==> src/rtl/mcast_bus_tx.sv <==
// rtl/mcast_bus_tx.sv - global-bus broadcast transmitter with round-robin psum return
// Optional ready-wait timeout detection is built when MCAST_TX_TIMEOUT_EN is defined.
module mcast_bus_tx #(
  parameter int DATA_WIDTH = 16,
  parameter int NUM_COL    = 4,
  parameter int NUM_MC     = 4,
  parameter int TAG_WIDTH  = 4,
  parameter int TIMEOUT    = 1024
) (
  input  logic                         clk,
  input  logic                         rstn,
  input  logic                         in_valid,
  output logic                         in_ready,
  input  logic [1:0]                   in_type,
  input  logic [TAG_WIDTH-1:0]         in_tag,
  input  logic [2*DATA_WIDTH-1:0]      in_data,
  output logic [TAG_WIDTH-1:0]         TAG,
  output logic [2:0]                   CASTER_EN,
  output logic [DATA_WIDTH-1:0]        ifmap_data_B2M,
  output logic [DATA_WIDTH-1:0]        fltr_data_B2M,
  output logic [2*DATA_WIDTH-1:0]      psum_data_B2M,
  input  logic [NUM_MC-1:0]            CASTER_READY,
  input  logic [NUM_MC-1:0]            CASTER_VALID,
  input  logic [NUM_MC*2*DATA_WIDTH-1:0] psum_data_M2B,
  output logic [NUM_MC-1:0]            PSUM_ACK,
  output logic                         out_valid,
  input  logic                         out_ready,
  output logic [2*DATA_WIDTH-1:0]      out_data,
  output logic [((NUM_MC > 1) ? $clog2(NUM_MC) : 1)-1:0] out_mc_idx,
  output logic [7:0]                   drop_cnt,
  output logic                         err_timeout
);

  localparam int IDXW = (NUM_MC > 1) ? $clog2(NUM_MC) : 1;
  localparam int PW   = 2 * DATA_WIDTH;

  localparam logic [1:0] ST_IDLE  = 2'd0;
  localparam logic [1:0] ST_ISSUE = 2'd1;
  localparam logic [1:0] ST_GAP   = 2'd2;

  // NUM_COL only describes the bus geometry seen by the casters.
  if (NUM_COL < 1) begin : g_no_columns
  end

  logic [1:0] state;
  logic       all_ready;

  assign all_ready = &CASTER_READY;
  assign in_ready  = rstn && (state == ST_IDLE) && in_valid &&
                     ((in_type == 2'd3) || all_ready);

  always_ff @(posedge clk) begin
    if (!rstn) begin
      state          <= ST_IDLE;
      TAG            <= '0;
      CASTER_EN      <= '0;
      ifmap_data_B2M <= '0;
      fltr_data_B2M  <= '0;
      psum_data_B2M  <= '0;
      drop_cnt       <= '0;
    end else begin
      CASTER_EN <= '0;
      case (state)
        ST_IDLE: begin
          if (in_ready) begin
            if (in_type == 2'd3) begin
              if (drop_cnt != 8'hFF) drop_cnt <= drop_cnt + 8'd1;
            end else begin
              TAG       <= in_tag;
              CASTER_EN <= 3'b001 << in_type;
              state     <= ST_ISSUE;
              case (in_type)
                2'd0:    ifmap_data_B2M <= in_data[DATA_WIDTH-1:0];
                2'd1:    fltr_data_B2M  <= in_data[DATA_WIDTH-1:0];
                default: psum_data_B2M  <= in_data;
              endcase
            end
          end
        end
        ST_ISSUE: state <= ST_GAP;
        default:  state <= ST_IDLE;
      endcase
    end
  end

  // A caster still shows VALID during its ack cycle, so it is masked then.
  logic [NUM_MC-1:0]   elig;
  logic [2*NUM_MC-1:0] rot_dbl;
  logic                grant_any;
  logic [IDXW-1:0]     grant;
  logic [IDXW-1:0]     next_ptr;
  logic [IDXW-1:0]     rr_ptr;
  logic [PW-1:0]       grant_data;
  int                  off;
  int                  gsum;

  assign elig = CASTER_VALID & ~PSUM_ACK;

  always_comb begin
    rot_dbl    = {elig, elig} >> rr_ptr;
    grant_any  = 1'b0;
    off        = 0;
    for (int k = NUM_MC - 1; k >= 0; k--) begin
      if (rot_dbl[k]) begin
        grant_any = 1'b1;
        off       = k;
      end
    end
    gsum = int'(rr_ptr) + off;
    if (gsum >= NUM_MC) gsum = gsum - NUM_MC;
    grant    = IDXW'(gsum);
    next_ptr = (gsum + 1 >= NUM_MC) ? '0 : IDXW'(gsum + 1);
    grant_data = '0;
    for (int k = 0; k < NUM_MC; k++) begin
      if (grant == IDXW'(k)) grant_data = psum_data_M2B[k*PW +: PW];
    end
  end

  always_ff @(posedge clk) begin
    if (!rstn) begin
      out_valid  <= 1'b0;
      out_data   <= '0;
      out_mc_idx <= '0;
      PSUM_ACK   <= '0;
      rr_ptr     <= '0;
    end else begin
      PSUM_ACK <= '0;
      if (!out_valid || out_ready) begin
        if (grant_any) begin
          out_valid       <= 1'b1;
          out_data        <= grant_data;
          out_mc_idx      <= grant;
          PSUM_ACK[grant] <= 1'b1;
          rr_ptr          <= next_ptr;
        end else begin
          out_valid <= 1'b0;
        end
      end
    end
  end

`ifdef MCAST_TX_TIMEOUT_EN
  logic [15:0] wait_cnt;

  always_ff @(posedge clk) begin
    if (!rstn) begin
      wait_cnt    <= '0;
      err_timeout <= 1'b0;
    end else if ((state == ST_IDLE) && in_valid && (in_type != 2'd3) && !all_ready) begin
      if (wait_cnt != 16'hFFFF) wait_cnt <= wait_cnt + 16'd1;
      if ({16'd0, wait_cnt} + 32'd1 >= 32'(TIMEOUT)) err_timeout <= 1'b1;
    end else if (in_ready || !in_valid) begin
      wait_cnt <= '0;
    end
  end
`else
  assign err_timeout = 1'b0;
`endif

endmodule

==> config.mk <==
export PLATFORM = sky130hd
export DESIGN_NAME = mcast_bus_tx
export DESIGN_NICKNAME = d
export VERILOG_FILES = /design/src/rtl/mcast_bus_tx.sv
export SDC_FILE = /design/constraint.sdc
export NUM_CORES = 1
export LEC_CHECK = 0
export ABC_CLOCK_PERIOD_IN_PS = 3000
export BUFFER_PORTS_ARGS = -buffer_cell sky130_fd_sc_hd__clkbuf_2
export CELL_PAD_IN_SITES_DETAIL_PLACEMENT = 1
export CELL_PAD_IN_SITES_GLOBAL_PLACEMENT = 2
export CORE_MARGIN = 10
export CORE_UTILIZATION = 23
export DETAILED_ROUTE_END_ITERATION = 10
export PLACE_DENSITY = 0.86
export SLEW_MARGIN = 20
export SYNTH_ARGS = -nofsm -noshare
export SYNTH_HDL_FRONTEND = slang
export SYNTH_SLANG_ARGS = --single-unit
==> constraint.sdc <==
create_clock -name clk -period 3 [get_ports clk]
set_clock_uncertainty 0.2 [all_clocks]
set_input_delay 0.15 -clock clk [delete_from_list [all_inputs] [get_ports clk]]
set_output_delay 0.15 -clock clk [all_outputs]
set_load 0.02 [all_outputs]
==> reports/results.txt, run 1 <==
post-synthesis adder-cell area fraction -> 0.00830
Post-Syn Area -> 0.00588 sq mm
worst skew pair latency -> 0.40 ns
DR top layer -> met4
Pre-Repair DR Iteration Count -> 4
H-tree levels -> 4
clock buffer count from CTS -> 17
EDFF count, synth -> 0
maximum clock frequency -> 0.350 GHz
multiplexer share of the synthesized area -> 0.161
synth-to-layout area growth -> 54.3%
unique cell type count in the Yosys netlist -> 51
critical path class -> flop to flop
first-pass GRT wire length -> 38400 microns
CP bufs+invs -> 2
Final period util -> 0.953
Filler cells -> 2979
simple-gate share of the synthesized area -> 0.166
Placed Area -> 0.00771 sq mm
Seq. cell area -> 0.00244 sq mm
clk sink count -> 122
Final GP Congestion -> 0.772
Slew HR -> 0.519
syn nets -> 790
Synth Warn # -> 0
CP max stage cell -> dfxtp_2
slowest cell delay on critical path -> 0.34 ns
# rows -> 58
CTS tree -> yes
routed length on met3 -> 2220 microns
met1 wire length -> 9620 microns
layout cells sized above 1 -> 0.428
PnR worst setup slack -> 0.142 ns
Startpoint Class -> flop
ys async rst share -> 0
Multi-input gate area -> 0.00321 sq mm
delay-heaviest family, CP -> compound AO/OA/AOI/OAI gates
most common cell after layout, fill and taps aside -> clkbuf_2
final std cells w/o fill -> 1309
pre-CTS WS -> -0.126 ns
main combinational cell family by area after synthesis -> compound AO/OA/AOI/OAI gates
Hold Crit Start -> psum_data_M2B[99]
WL met2 -> 12100 microns
via count -> 5906
max cap viols -> 0
drt total wl -> 24700 microns
VDD IR max -> 740 uV
die height -> 180 microns
Die Width -> 180 microns
Synth Area in XOR/XNOR -> 0.0102
crit path from -> rr_ptr[0]
initial drt markers -> 170
number of global-route vias before repair -> 6588
gr usage total -> 0.147
ANT nets after route -> 0
critical path data arrival time -> 2.99 ns
clk buf depth -> 2
placed cell count -> 1203
actual slew at the worst max-slew pin -> 0.722 ns
initial core utilization -> 0.233
I/O pins -> 298
RSZ-0062 raised after global routing -> yes
min-delay worst type -> input pin to flop
core area -> 0.0252 sq mm
sequential share of the synthesized area -> 0.415
Max Slew Vio Count -> 0
Post-Syn Area per Cell -> 9.65 sq um
PD cells -> 939 mW/mm^2
post-DR wirelength/cell -> 18.9 microns
grt total ovfl -> 0
Worst-path clk slew -> 0.06 ns
full die area -> 0.0324 sq mm
PortBufs -> 296
drt drc -> 0
most frequent cells in the layout -> clkbuf_2 (295), nand2_1 (141), dfxtp_1 (120)
initial antenna violation count -> 1
Post-Syn Instances -> 609
CP dominant cell by count -> a21oi_1
CTS root buffer -> clkbuf_16
Final Util -> 0.360
hold slack -> 0.0274 ns
Final HPWL DP -> 18100 microns
status -> finished, final reports clean
final hold violation count -> 0
crit-path cells -> buf_4, nor3b_4, a21o_1, a21oi_1, a21oi_1, o32ai_1, ha_2, xnor2_4, ha_4, nor2_4, buf_12, a22oi_1, mux2_1, o22ai_1
Compound-Gate Fraction of Synth Area -> 0.189
design area -> 0.00907 sq mm
Setup Viol. Count Final -> 0
WP data required -> 3.13 ns
Final Critical Period -> 2.86 ns
static leakage -> 3.97 nW
pin count of the biggest net entering global routing -> 64
Yosys reg bits -> 122
crit path max fanout -> 18
Top FF cell, synth -> dfxtp_1
RR Startpoint -> rr_ptr[0]
crit end category -> flop
DR vias/cell -> 4.51
final net count -> 1146
[report_power, final]
group / internal (mW) / switching, mW
clock network: 1.17 / 0.861
registers: 1.82 / 0.127
logic: 2.24 / 2.29
[sequential cells by signal, summed over array words and instances (netlist names)]
name	flops
out_data	32
psum_data_B2M	32
fltr_data_B2M	16
ifmap_data_B2M	16
drop_cnt	8
PSUM_ACK	4
TAG	4
CASTER_EN	3
out_mc_idx	2
rr_ptr	2
state	2
out_valid	1
[metrics by stage]
step           TNS [ns]  power (mW)
6_report              0        8.51
5_1_grt          -0.357        9.01
4_1_cts               0        8.49
3_5_place_dp      -1.54        6.26
3_3_place_gp          0        6.14
2_1_floorplan         0        5.33
[metal layers]
layer / up-vias / track usage
met5: - / 0
li1: 2846 / -
met4: 0 / 0.0638
met2: 235 / 0.256
met3: 29 / 0.0588
met1: 2796 / 0.154
[synth_stat cells, types with 2 or more instances]
library cell,instances,area share
nor3b_1,4,0.0051
nand3_1,8,0.0068
buf_12,2,0.0068
a21oi_1,4,0.0034
nor2b_1,25,0.027
a21o_1,2,0.0026
o22ai_1,7,0.0074
inv_1,3,0.0019
mux2i_1,51,0.087
mux2_2,10,0.019
nand2_1,141,0.090
and2_1,5,0.0053
o22ai_2,20,0.043
xnor2_1,4,0.0060
a21boi_1,11,0.014
or3_1,3,0.0032
and4_1,2,0.0030
o21ai_0,9,0.0077
a22oi_1,26,0.033
nand4_1,3,0.0032
nor2_1,2,0.0013
ha_1,3,0.0064
mux2_1,2,0.0038
a21oi_2,2,0.0030
o211a_1,2,0.0034
dfxtp_1,122,0.42
mux2_4,20,0.051
buf_4,4,0.0051
a21boi_0,40,0.051
buf_6,4,0.0077
buf_2,8,0.0068
clkbuf_1,32,0.020
or3b_1,5,0.0074
nand2b_1,2,0.0021
a41oi_2,5,0.014
[path summary, 6_finish.rpt]
| check | endpoint | slack (ns) | depth (start not counted) |
|---|---|---|---|
| worst max-delay path | out_data[0] | 0.14 | 14 |
| worst min register to register | ifmap_data_B2M[6] | 0.25 | 2 |
| worst min-delay path | out_data[3] | 0.03 | 4 |
| worst max register to register | out_data[0] | 0.14 | 14 |
[worst register-to-register path: cells and delay by family, from the launching register on]
kind,cells,cell delay [ns]
AOI/OAI and AO/OA,6,0.67
muxes,1,0.31
buffers and inverters,2,0.31
DFF,1,0.34
xor gates and xnor gates,1,0.17
and+or+nand+nor,2,0.36
adders and majority gates,2,0.43
[logic make-up (layout without fill, tap and decap cells)]
group / after synthesis / after routing
DFF: 122 / 122
and+or+nand+nor: 207 / 207
buffers and inverters: 54 / 423
muxes: 83 / 83
other: 1 / 2
adders and majority gates: 4 / 4
AOI/OAI and AO/OA: 132 / 132
xor gates and xnor gates: 6 / 6
[repair_timing]
item | CTS | global route
gates cloned | 0 | 0
pin swaps | 0 | 1
hold buffers | 71 | 0
setup buffers | 0 | 2
resized for setup | 3 | 9
endpoints found under the setup margin | 29 | 32
hold endpoints to repair | 83 | 0
[area by class of cell]
cell class / count / area share
Antenna cell: 1 / 0.000276
Clock buffer: 17 / 0.0469
Clock inverter: 15 / 0.0167
Inverter: 4 / 0.00179
Multi-Input combinational cell: 433 / 0.354
Sequential cell: 122 / 0.270
Tap cell: 330 / 0.0455
Timing Repair Buffer: 387 / 0.265
Note: power is estimated with default switching activity, not from simulation.
==> run 2: changes to the inputs <==
ABC_AREA = 1   (was default)
CORE_UTILIZATION = 21   (was 23)
PLACE_DENSITY = 0.87   (was 0.86)
==> run 2 against run 1 <==
Compared with the run above:
- worst setup slack got worse by 0.12 ns
- fmax is 4.0% lower
- die area grew 5.5%
- critical endpoint is now out_data[12]
- largest cell class is now buffers
==> reports/results.txt, run 2 <==
status -> finished, final reports clean
Post-Syn Area -> 0.00570 sq mm
critical path class -> flop to flop
Pre-Repair DR Iteration Count -> 5
Synth area leaders -> dfxtp_1 (43%), nand2_1 (11%), nor2_1 (11%), o21ai_0 (7.4%), inv_1 (4.4%)
met1 Use GR -> 0.190
final net count -> 1422
ANT nets after route -> 0
Setup Viol. Count Final -> 0
CTS tree -> yes
initial drt markers -> 273
Final HPWL DP -> 20700 microns
Synth top area share -> 0.428
Post-Syn Instances -> 816
first-pass GRT wire length -> 44600 microns
Yosys reg bits -> 122
drt drc -> 0
Pwr Total -> 10.1 mW
syn nets -> 997
Startpoint Class -> flop
crit end category -> flop
largest area contributor in the netlist -> dfxtp_1
Synth Warn # -> 0
worst skew pair latency -> 0.41 ns
number of global-route vias before repair -> 7784
layout cells sized above 1 -> 0.364
gr usage total -> 0.167
Final Critical Period -> 2.98 ns
clk sink count -> 122
design area -> 0.00974 sq mm
most common cell after layout, fill and taps aside -> clkbuf_2
core area -> 0.0268 sq mm
Top FF cell, synth -> dfxtp_1
Max Slew Vio Count -> 0
I/O pins -> 298
pin count of the biggest net entering global routing -> 74
ys async rst share -> 0
Worst-path clk slew -> 0.06 ns
final hold violation count -> 0
maximum clock frequency -> 0.336 GHz
sequential share of the synthesized area -> 0.428
clk buf depth -> 2
die height -> 185 microns
post-DR wirelength/cell -> 18.7 microns
initial antenna violation count -> 5
DR vias/cell -> 4.48
unique cell type count in the Yosys netlist -> 39
CTS root buffer -> clkbuf_16
clock buffer count from CTS -> 17
RSZ-0062 raised after global routing -> yes
max cap viols -> 0
VDD IR max -> 648 uV
Final period util -> 0.993
static leakage -> 4.87 nW
critical path data arrival time -> 3.10 ns
Filler cells -> 3345
grt total ovfl -> 0
synth-to-layout area growth -> 70.8%
Die Width -> 185 microns
Placed Area -> 0.00774 sq mm
full die area -> 0.0341 sq mm
PD cells -> 1030 mW/mm^2
WP data required -> 3.12 ns
Slew HR -> 0.504
actual slew at the worst max-slew pin -> 0.744 ns
via count -> 7156
initial core utilization -> 0.213
most frequent cells in the layout -> clkbuf_2 (296), nand2_1 (160), nor2_1 (157)
Post-synth top cells -> nand2_1 (162), nor2_1 (161), dfxtp_1 (122), o21ai_0 (84), inv_1 (67)
drt total wl -> 29900 microns
Final GP Congestion -> 0.859
GR Util met2 -> 0.289
crit path max fanout -> 7
GR Util met3 -> 0.0392
most common cell in the netlist -> nand2_1
GRT busiest layer -> met2
# rows -> 60
PortBufs -> 296
Post-Syn Area per Cell -> 6.99 sq um
min-delay worst type -> input pin to flop
EDFF count, synth -> 0
H-tree levels -> 4
Largest regs -> out_data (32), psum_data_B2M (32)
## run 2: cell types whose count changed after synthesis, sizes merged, moves of 6 or more
cell | previous run | this run
nor2 | 2 | 164
nor2b | 25 | 0
o21ai | 9 | 91
o22ai | 27 | 0
inv | 3 | 74
clkbuf | 32 | 26
nand3b | 1 | 26
a21oi | 6 | 30
a21boi | 51 | 1
nand2 | 141 | 180
mux2i | 51 | 0
nand3 | 8 | 32
mux2 | 32 | 0
## run 2: critical path, stage by stage, from the launching register on
cell,delay (ns)
dfxtp_2,0.33
inv_1,0.13
nand3_2,0.11
nand3_1,0.11
nand2_1,0.09
a21boi_2,0.14
ha_2,0.20
xor2_2,0.17
buf_4,0.15
nand2_4,0.06
nand2_8,0.07
inv_6,0.03
ha_4,0.17
buf_12,0.15
buf_12,0.13
a22oi_2,0.18
o21ai_1,0.07
nand3b_1,0.23
nand2_1,0.10
inv_1,0.04
## run 2: cell type report
cell class                      count  area [sq um]  share of cell area
Clock buffer                       17           425              0.0437
Antenna cell                        4          10.0             0.00103
Timing Repair Buffer              451          3050               0.313
Clock inverter                     15           131              0.0135
Multi-Input combinational cell    572          2940               0.301
Tap cell                          341           427              0.0438
Timing Repair inverter              1          7.51            0.000771
Sequential cell                   122          2450               0.252
Inverter                           76           305              0.0313
## run 2: final timing paths
path,start,endpoint,depth (start not counted),slack [ns]
worst min register to register,state[1],state[1],1,0.23
worst max-delay path,PSUM_ACK[2],out_data[12],19,0.02
worst max register to register,PSUM_ACK[2],out_data[12],19,0.02
worst min-delay path,psum_data_M2B[27],out_data[27],5,0.007
## run 2: kinds of logic after synthesis
group           count (synthesis)  synth area share
flops                         122             0.428
fa+ha+maj                       3           0.00658
buf+inv                       122            0.0908
simple gates                  413             0.321
xor+xnor                        3           0.00461
compound gates                152             0.148
other cells                     1          0.000658
## run 2: power breakdown
group	total (mW)	internal [mW]	leakage [nW]	switching (mW)
logic	6.03	2.55	3.60	3.48
clock network	2.01	1.09	0.267	0.920
registers	2.02	1.87	0.997	0.149
total	10.1	5.51	4.87	4.55
## run 2: repair_timing
item	in CTS	in global routing
hold buffers	113	0
pin swaps	1	12
setup buffers	1	2
cloned	0	3
resized for setup	7	57
endpoints found under the hold margin	103	0
endpoints found under the setup margin	32	64
## run 2: metal layers
layer  part of all wire  up-vias
met5            0.00043        -
met1               0.40     3414
met2               0.52      198
met4              0.040        2
met3              0.047       73
li1                   -     3469
## run 2: per-stage QoR
stage	hold slack, ns	cells	setup slack (ns)	setup TNS [ns]	util
finish	0.00691	1599	0.0215	0	0.363
global route	0.0209	1599	-0.0908	-1.49	0.363
CTS	0.000202	1590	0.0119	0	0.353
detailed placement	0.185	1444	-0.181	-3.31	0.289
global placement	0.173	1444	-0.0893	-0.216	0.289
floorplan	0.0849	816	-0.0251	-0.361	-
